--- src/rtl/tnnzeq_neuron_sequencer.sv ---
// Ternary-weight neuron sequencer: feeds signed feature terms to an
// external accumulator one per cycle and latches the resulting sign.
module tnnzeq_neuron_sequencer #(
  parameter int NFEAT = 4,
  parameter int BITS  = 8,
  parameter logic [NFEAT-1:0] POS_MASK = 4'b0101,
  parameter logic [NFEAT-1:0] NEG_MASK = 4'b0010
) (
  input  logic                  clk,
  input  logic                  rst_n,
  input  logic                  in_valid,
  output logic                  in_ready,
  input  logic [NFEAT*BITS-1:0] in_data,
  output logic [BITS:0]         acc_sample,
  output logic                  acc_halt,
  output logic                  acc_clr,
  input  logic                  acc_out,
  output logic                  out_valid,
  input  logic                  out_ready,
  output logic                  out_bit,
  output logic                  busy
);

  localparam int PW = (NFEAT > 1) ? $clog2(NFEAT) : 1;
  // Overlapping bits are positive.
  localparam logic [NFEAT-1:0] NEGM = NEG_MASK & ~POS_MASK;
  localparam logic [NFEAT-1:0] NZ   = POS_MASK | NEGM;

  typedef enum logic [1:0] {
    IDLE,
    CLEAR,
    RUN,
    DONE
  } state_t;

  state_t                state_q;
  logic [NFEAT*BITS-1:0] data_q;
  logic [PW-1:0]         ptr_q;
  logic                  out_bit_q;

  logic [PW-1:0] first_idx;
  logic          first_ok;
  logic [PW-1:0] nxt_idx;
  logic          nxt_ok;
  logic [BITS-1:0] cur;
  logic          is_pos;
  logic [BITS:0] mag;

  always_comb begin
    first_idx = '0;
    first_ok  = 1'b0;
    nxt_idx   = '0;
    nxt_ok    = 1'b0;
    cur       = '0;
    is_pos    = 1'b0;
    for (int i = NFEAT - 1; i >= 0; i--) begin
      if (NZ[i]) begin
        first_idx = PW'(i);
        first_ok  = 1'b1;
      end
      if (NZ[i] && (i > int'(ptr_q))) begin
        nxt_idx = PW'(i);
        nxt_ok  = 1'b1;
      end
    end
    for (int i = 0; i < NFEAT; i++) begin
      if (ptr_q == PW'(i)) begin
        cur    = data_q[i*BITS +: BITS];
        is_pos = POS_MASK[i];
      end
    end
  end

  assign mag        = {1'b0, cur};
  assign acc_halt   = (state_q != RUN);
  assign acc_sample = (state_q != RUN) ? '0 :
                      is_pos ? mag : -mag;
  assign acc_clr    = !rst_n || (state_q == CLEAR);
  assign in_ready   = rst_n && (state_q == IDLE);
  assign out_valid  = (state_q == DONE);
  assign busy       = (state_q != IDLE);
  assign out_bit    = out_bit_q;

  always_ff @(posedge clk or negedge rst_n) begin
    if (!rst_n) begin
      state_q   <= IDLE;
      data_q    <= '0;
      ptr_q     <= '0;
      out_bit_q <= 1'b0;
    end else begin
      unique case (state_q)
        IDLE: begin
          if (in_valid) begin
            data_q  <= in_data;
            state_q <= CLEAR;
          end
        end
        CLEAR: begin
          if (first_ok) begin
            ptr_q   <= first_idx;
            state_q <= RUN;
          end else begin
            out_bit_q <= 1'b1;
            state_q   <= DONE;
          end
        end
        RUN: begin
          if (nxt_ok) begin
            ptr_q <= nxt_idx;
          end else begin
            out_bit_q <= acc_out;
            state_q   <= DONE;
          end
        end
        DONE: begin
          if (out_ready) state_q <= IDLE;
        end
        default: state_q <= IDLE;
      endcase
    end
  end

endmodule

--- config.mk ---
export PLATFORM = sky130hd
export DESIGN_NAME = tnnzeq_neuron_sequencer
export DESIGN_NICKNAME = d
export VERILOG_FILES = /design/src/rtl/tnnzeq_neuron_sequencer.sv
export SDC_FILE = /design/constraint.sdc
export NUM_CORES = 1
export LEC_CHECK = 0
export CAP_MARGIN = 20
export CORE_ASPECT_RATIO = 0.8
export CORE_MARGIN = 1
export CORE_UTILIZATION = 44
export CTS_BUF_LIST = sky130_fd_sc_hd__clkbuf_4 sky130_fd_sc_hd__clkbuf_8 sky130_fd_sc_hd__clkbuf_16
export DETAILED_ROUTE_END_ITERATION = 7
export GPL_TIMING_DRIVEN = 0
export PLACE_DENSITY = 0.74
export SLEW_MARGIN = 10
export SYNTH_ARGS = -nofsm -noshare
export SYNTH_HDL_FRONTEND = slang
export SYNTH_SLANG_ARGS = --single-unit
--- constraint.sdc ---
create_clock -name clk -period 3.2 [get_ports clk]
set_input_delay 0.64 -clock clk [delete_from_list [all_inputs] [get_ports clk]]
set_output_delay 0.64 -clock clk [all_outputs]
set_load 0.02 [all_outputs]
Word level (Yosys, flattened, before mapping). Cells that the tools add are included.

Register bits: 37. Bits of input ports: 37. Output and inout bits: 15. Logic and storage cells: 50.

Add/subtract/negate cells: 1. Order comparisons: 2. Equality and inequality tests: 11. Muxes and demuxes: 20. Bitwise operators: 1. Reduce and logical (&&, ||, !) cells: 11.

Operators by type and width (number): 8-bit 2-to-1 mux (4); 9-bit 2-to-1 mux (2); 2-bit 2-to-1 mux (6); 8-bit negation with 9-bit output (1); 2-bit == test (second input constant) (4); 2-bit inequality test (second input constant) (4); 2-bit one-hot mux with 4 select lines (1); 1-bit 2-to-1 mux (6); 2-bit AND reduction (3); 2-bit by 1-bit == test with 1-bit output (second input constant) (2); 2-bit zero test (2); 2-bit one-hot mux with 2 select lines (1); 2-bit nonzero test (2); 3-bit AND reduction (1); 1-bit by 2-bit > comparator with 1-bit output (first input constant) (1); 2-bit > comparator (first input constant) (1); 2-bit by 1-bit inequality test with 1-bit output (second input constant) (1); 1-bit logical AND (1); 1-bit zero test (1); 1-bit logical OR (1); 1-bit inverter (1).

Depth between registers and ports, before layout. Gate-level depths: netlist (run 1).

Depth after elaboration: 8. Depth in mapped cells: 8. Depth with buffers taken out: 7.

Least setup slack after synthesis (run 1). Ideal clock, no wire load.

Path kind: flip-flop to output port. Start point: register ptr_q[1]. End point: output port acc_sample[7]. Arrival: 2297 ps. Data required time: 2560 ps. Slack: 263 ps. Stages on the path, launching flop included: 6. Path buffers: 1. Cells stage by stage: dfrtp_1 buf_1 mux4_2 or4_4 o41a_1 mux2i_1.

Cells in the longest elaborated chain, start to end: 8. Elaborated cells between the ends (all ways): 15. Classes of those cells: add/sub (1); eq/ne (3); mux (10); reduce/logical (1).

Ends and longest elaborated chain: from (decl) (RTL line 38) `logic [PW-1:0] ptr_q;`; from (signal assigned) (RTL line 100) `ptr_q <= first_idx;`; from (signal assigned) (RTL line 109) `ptr_q <= nxt_idx;`; 2-bit zero test (RTL line 67) `if (ptr_q == PW'(i)) begin`; 8-bit 2-to-1 mux (4 in a row) (RTL line 67); 8-bit negation with 9-bit output (RTL line 77) `is_pos ? mag : -mag;`; 9-bit 2-to-1 mux * (RTL line 77); 9-bit 2-to-1 mux * (RTL line 76) `assign acc_sample = (state_q != RUN) ? '0 :`; to (decl) (RTL line 14) `output logic [BITS:0] acc_sample,`.

Mark *: on every way between the ends. The rest lies on a longest branch, timed or not.

Worst setup path after layout (run 1).
Start point: register ptr_q[0]. End point: output port acc_sample[7].

The elaborated chain is that of the path after synthesis.

==> metrics, run 1 <==
register area share after synthesis 0.483; Worst-Margin Slew about 0.87 ns; critical path fanouts, max 7; Clock Pin Slew Worst Setup and Hold Paths approximately 0.07 ns; layout cell share with drive strength beyond 1 0.305; FFs w/ async S/R, synth 1.00; Die Wd around 76 um; Die Area roughly 4600 sq um; Final HPWL DP 3.11 mm; max incr delay on CP between 0.5 and 0.6 ns; Final period util 0.999; Max-cap violations 0; pwr/cell area slightly above 1000 nW/um^2; type of the worst setup path reg -> out; unrepaired setup endpoints after global routing yes; CTS tree done; total track usage 0.200; post-synthesis average cell area around 13 sq um; first-iteration detailed-routing DRC count between 100 and 150; met2 Track Usage GR 0.306; num rows 21; Post-synth EDFFs 0; Via Count ~1400; cell family with most CP delay multiplexers; Critical Path AT about 2.6 ns; worst r2r path cells 5; Clock Skew around 0.0027 ns; Leak ~1.1 nW; Synth cell types 26; worst path buffer plus inverter count 2; Residual DRC 0; relative slew slack 0.420; CTS Buffer Depth 2; # hold bufs at CTS 0; largest cells by area after synthesis dfrtp_1 48%, mux2_2 20%, mux4_2 7.1%; Setup crit end kind primary output; Via density roughly 5.2; htree depth 2; grt ovf 0; HP Class in -> async; fin util 0.628; Layout fillers 330; count leader, synth dfrtp_1; initial core utilization 0.459; number of synthesized register bits 37; achievable frequency approximately 310 MHz; pin count of the biggest net entering global routing 40; Area Overhead vs Synth 37.0%; vias in the first global route 1378; placed cell area between 2000 and 2500 sq um; share of the synthesized area in the top cell type 0.483; Top FF cell, synth dfrtp_1; Num Clock Sinks 37; met3 Usage GRT 0.0393; initial antenna violation count 0; first-pass GRT wire length 6.54 mm; drt total wl between 4 and 5 mm; post-layout minimum cycle time ~3.2 ns; TritonCTS Buffers 5; WP depth 6; Slowest cell on crit path mux4_2; Startpoint Class flop; post-route cell area approximately 2600 sq um; busiest layer in global routing met2; Tot Pwr approximately 0.0027 W; # nets final roughly 250; critical path, cell by cell buf_6, mux4_2, or4_4, o41a_1, mux2i_1, buf_4; height of the die 61.0 um; root buffer cell clkbuf_8; # port buffers 51; final number of max-transition violations 0; Final setup viols 0; Hold Vio Cnt, Final 0; Yosys top cell by area dfrtp_1; diode count 0; Syn Nets around 190; Final ANT Viol Nets 0; Cells after Synth 148; mapped cell area around 1900 sq um; worst skew pair latency 0.29 ns; status finished clean; VDD IR max 441 uV; yosys warns 0; wire length per cell approximately 16 um; Placeable Area 4180 sq um; I/O pin cnt 52; synth cell count leaders 37 x dfrtp_1, 34 x mux2_2, 12 x inv_1, 10 x nand2_1; Critical Path RT about 2.6 ns; GPL Wtd Cong around 0.75; register-to-register setup slack approximately 1.2 ns; drt pass-1 iters 4; met1 Track Usage GR 0.286
-- cell type report --
cell class | count | area, sq um | area share
tap | 57 | 71.3 | 0.0272
clock buffer | 7 | 96.3 | 0.0367
buffer | 7 | 40.0 | 0.0153
sequential | 37 | 926 | 0.353
timing repair buffer | 54 | 510 | 0.194
inverter | 12 | 45.0 | 0.0172
multi-input combinational | 92 | 931 | 0.355
clock inverter | 1 | 5.00 | 0.00191
-- flip-flops by register name, indices dropped and copies added (netlist names) --
register	flops
state_q	2
data_q	32
out_bit	1
ptr_q	2
-- metal layers --
layer  up-vias  part of all wire  routed length (um)
met5         -                 0                   0
met4         0            0.0096                  40
met3         5             0.046                 193
met2        48              0.49                2040
met1       681              0.45                1890
li1        645                 -                   -
-- report_power, final --
| group | switching [W] | leakage (nW) | internal [W] |
|---|---|---|---|
| registers | 0.000130 | 0.438 | 0.000710 |
| logic | 0.000748 | 0.642 | 0.000767 |
| clock network | 0.000163 | 0.0542 | 0.000195 |
-- what timing repair did --
item	in CTS	in global routing
cloned	0	0
pin swaps	0	0
setup buffers	0	3
resized for setup	15	14
setup endpoints to repair	8	8
-- cells by family (layout without fill, tap and decap cells) --
kind of cell / count (synthesis) / count (layout) / synth area share
mux: 45 / 45 / 0.314
flops: 37 / 37 / 0.483
simple gates: 23 / 23 / 0.0562
buf+inv: 19 / 81 / 0.0411
compound gates: 14 / 14 / 0.0483
fa+ha+maj: 6 / 6 / 0.0392
xor+xnor: 4 / 4 / 0.0183
-- final timing paths --
path	endpoint	start
max	acc_sample[7]	ptr_q[0]
min	data_q[3]	rst_n
max reg2reg	data_q[19]	state_q[0]
min reg2reg	data_q[20]	data_q[20]
max in group asynchronous	data_q[24]	rst_n
min in group clk	data_q[20]	data_q[20]
-- layout by cell type (no fill, tap or decap) --
| cell type | Yosys | layout |
|---|---|---|
| a21oi_1 | 2 | 2 |
| mux2i_1 | 3 | 3 |
| inv_1 | 12 | 12 |
| o31ai_2 | 0 | 1 |
| o31ai_1 | 3 | 2 |
| buf_1 | 4 | 3 |
| clkbuf_8 | 0 | 7 |
| a222oi_1 | 1 | 1 |
| buf_2 | 0 | 1 |
| mux4_1 | 2 | 2 |
| xnor2_1 | 2 | 2 |
| o21ai_0 | 5 | 5 |
| clkinv_2 | 0 | 1 |
| dfrtp_1 | 37 | 37 |
| nor4_4 | 0 | 1 |
| or4_4 | 1 | 1 |
| buf_4 | 0 | 6 |
| nor2_1 | 6 | 6 |
| xor2_1 | 2 | 2 |
| ha_1 | 6 | 6 |
| mux2_2 | 34 | 34 |
| buf_6 | 1 | 1 |
| nor3_1 | 1 | 1 |
| o21ai_1 | 1 | 1 |
| nand2b_1 | 3 | 3 |
| nand2_1 | 10 | 10 |
| mux4_2 | 6 | 6 |
| dlymetal6s2s_1 | 0 | 1 |
| clkdlybuf4s50_1 | 0 | 44 |
| a311oi_1 | 1 | 1 |
| o41a_1 | 1 | 1 |
| clkbuf_2 | 0 | 5 |
| and2_1 | 1 | 1 |
-- per-stage QoR --
step	TNS (ns)	std cells	hold WS (ns)	setup WS, ns
global route	-0.0654	267	0.527	-0.0654
finish	0	267	0.465	0.00331
detailed placement	-1.19	256	0.490	-0.410
global placement	-1.98	256	0.481	-0.583
floorplan	0	148	0.344	0.263
CTS	-0.00128	264	0.481	-0.00128
No activity file was read; power rests on OpenSTA's default activity.
==> run 2: changes to the inputs <==
- CAP_MARGIN: 20 -> 10
==> results of run 2 <==
Same layout as run 1: the final DEF is identical, and so are final timing and power.
==> run 3: changes to the inputs <==
- CELL_PAD_IN_SITES_DETAIL_PLACEMENT: default -> 1
- CELL_PAD_IN_SITES_GLOBAL_PLACEMENT: default -> 1
- CORE_UTILIZATION: 44 -> 38
- PLACE_DENSITY: 0.74 -> default
- PLACE_DENSITY_LB_ADDON: default -> 0.1
- REMOVE_ABC_BUFFERS: default -> 1
==> run 3 against run 2 <==
Effect of this change: the flow now finishes with violations (negative setup slack); first-iteration DRC count fell by 72%; combinational power is 9% lower; sequential share of layout area is 1.1 points higher; critical endpoint unchanged.
==> metrics, run 3 (synthesized netlist as in run 1, its figures left out) <==
Die Wd 81.4 um (+7.4%); GPL Wtd Cong 0.724 (-3.1%); I/O pin cnt 52 (unchanged); Critical Path AT 2.59 ns (+0.03 ns); pwr/cell area 1000 nW/um^2 (-2.8%); # nets final 243 (-3.6%); violated checks negative setup slack; vias in the first global route 1430 (+3.8%); initial core utilization 0.407 (-0.0516); Critical Path RT 2.56 ns (about the same); Num Clock Sinks 37 (unchanged); first-iteration detailed-routing DRC count 35 (-72%); layout cell share with drive strength beyond 1 0.294 (-0.0112); commonest non-fill, non-tap cells in the layout 43 x clkdlybuf4s50_1, 35 x dfrtp_1, 34 x mux2_2, 12 x inv_1, 9 x nand2_1; Top Registers data_q (32), ptr_q (2), state_q (2); status complete, but fails checks; htree depth 2 (unchanged); Final setup viols 1 (+1); final number of max-transition violations 0 (unchanged); initial antenna violation count 0 (unchanged); Startpoint Class flop; Residual DRC 0 (unchanged); critical path, cell by cell mux4_2, or4_4, o41a_1, mux2i_1, buf_4; Via Count 1355 (-1.7%); Final period util 1.01 (+0.00957); Setup crit end kind primary output; max incr delay on CP 0.57 ns (about the same); type of the worst setup path reg -> out; CTS tree done; Via density 5.19 (+0.52%); Largest register FFs 32 (unchanged); HP Class in -> async; wire length per cell 15.8 um (+1.4%); Fin Hold WS 0.460 ns (-0.00514 ns); Final HPWL DP 3.01 mm (-3.2%); # hold bufs at CTS 0 (unchanged); # port buffers 51 (unchanged); root buffer cell clkbuf_8; Die Area 5330 sq um (+15%); non-filler cells, final 261 (-2.2%); Worst-Margin Slew 0.862 ns (-0.00785 ns); Worst Slack Setup Final -0.0273 ns (-0.0306 ns); num rows 22 (+4.8%); Final ANT Viol Nets 0 (unchanged); Clock Pin Slew Worst Setup and Hold Paths 0.07 ns (about the same); pin count of the biggest net entering global routing 40 (unchanged); commonest non-fill, non-tap cell in the layout clkdlybuf4s50_1; Slowest cell on crit path mux4_2; Hold Vio Cnt, Final 0 (unchanged); first-pass GRT wire length 6.76 mm (+3.4%); CTS Buffer Depth 2 (unchanged); Leak 1.11 nW (-2.4%); Clock Skew 0.00327 ns (+0.000537 ns); Most flops, register data_q; # placed instances 252 (-1.6%); height of the die 65.5 um (+7.4%); relative slew slack 0.425 (+0.00523); post-layout minimum cycle time 3.23 ns (+0.0306 ns); drt pass-1 iters 4 (unchanged); Placeable Area 4710 sq um (+13%); total track usage 0.174 (-0.0263); setup TNS -0.0273 ns (-0.0273 ns); Area Overhead vs Synth 33.4%; Tot Pwr 0.00257 W (-5.3%); TritonCTS Buffers 5 (unchanged); achievable frequency 310 MHz (-0.95%); worst skew pair latency 0.28 ns (about the same); worst path buffer plus inverter count 1 (-1); unrepaired setup endpoints after global routing yes; critical path fanouts, max 6 (-1); grt ovf 0 (unchanged); Max-cap violations 0 (unchanged); VDD IR max 396 uV (-10%); cell family with most CP delay multiplexers; drt total wl 4.13 mm (-0.89%); diode count 0 (unchanged)
run 3: cell count changes in the layout (fill, tap and decap cells not counted), sizes merged:
cell / previous run / this run
clkinv: 1 / 2
dlygate4sd2: 0 / 1
clkbuf: 12 / 6
buf: 11 / 5
clkdlybuf4s50: 44 / 43
clkinvlp: 0 / 1
dlymetal6s2s: 1 / 2
run 3: worst paths after layout:
kind,from,to,slack (ns),cells past startpoint
worst min-delay path,rst_n,state_q[0],0.46,1
min in group clk,data_q[22],data_q[22],0.50,1
worst max register to register,state_q[0],data_q[3],1.34,4
worst max-delay path,ptr_q[0],acc_sample[7],-0.03,5
worst min register to register,data_q[22],data_q[22],0.50,1
max in group asynchronous,rst_n,ptr_q[0],2.11,1
run 3: where the power goes:
part           switching, W  leakage [nW]  total (W)  internal [W]
clock              0.000167        0.0439   0.000317      0.000150
combinational      0.000666         0.627    0.00138      0.000710
sequential         0.000160         0.435   0.000874      0.000714
total              0.000993          1.11    0.00257       0.00157
run 3: layout make-up:
class	count	area, sq um
Sequential cell	37	931
Tap cell	60	75.1
Clock inverter	3	17.5
Multi-Input combinational cell	92	920
Timing Repair Buffer	52	499
Fill cell	488	2150
Inverter	12	45.0
Clock buffer	5	68.8
run 3: metrics by stage:
step / util / cell area, sq um / setup WS (ns)
floorplan: - / 1880 / 0.0424
global placement: 0.524 / 2470 / -0.628
detailed placement: 0.523 / 2460 / -0.646
CTS: 0.542 / 2550 / -0.0570
global route: 0.543 / 2560 / -0.0924
finish: 0.543 / 2560 / -0.0273
run 3: layer usage:
metal / part of all wire / wire length, um / up-vias / global-route usage
met5: 0 / 0 / - / 0
met3: 0.046 / 189 / 9 / 0.0458
met2: 0.49 / 2040 / 39 / 0.280
met4: 0.017 / 72 / 0 / 0.0759
met1: 0.44 / 1830 / 678 / 0.219
li1: - / - / 629 / -
run 3: what timing repair did:
| action | 4_1_cts | 5_1_grt |
|---|---|---|
| setup endpoints to repair | 8 | 7 |
| buffers inserted | 1 | 0 |
| resized for setup | 16 | 7 |
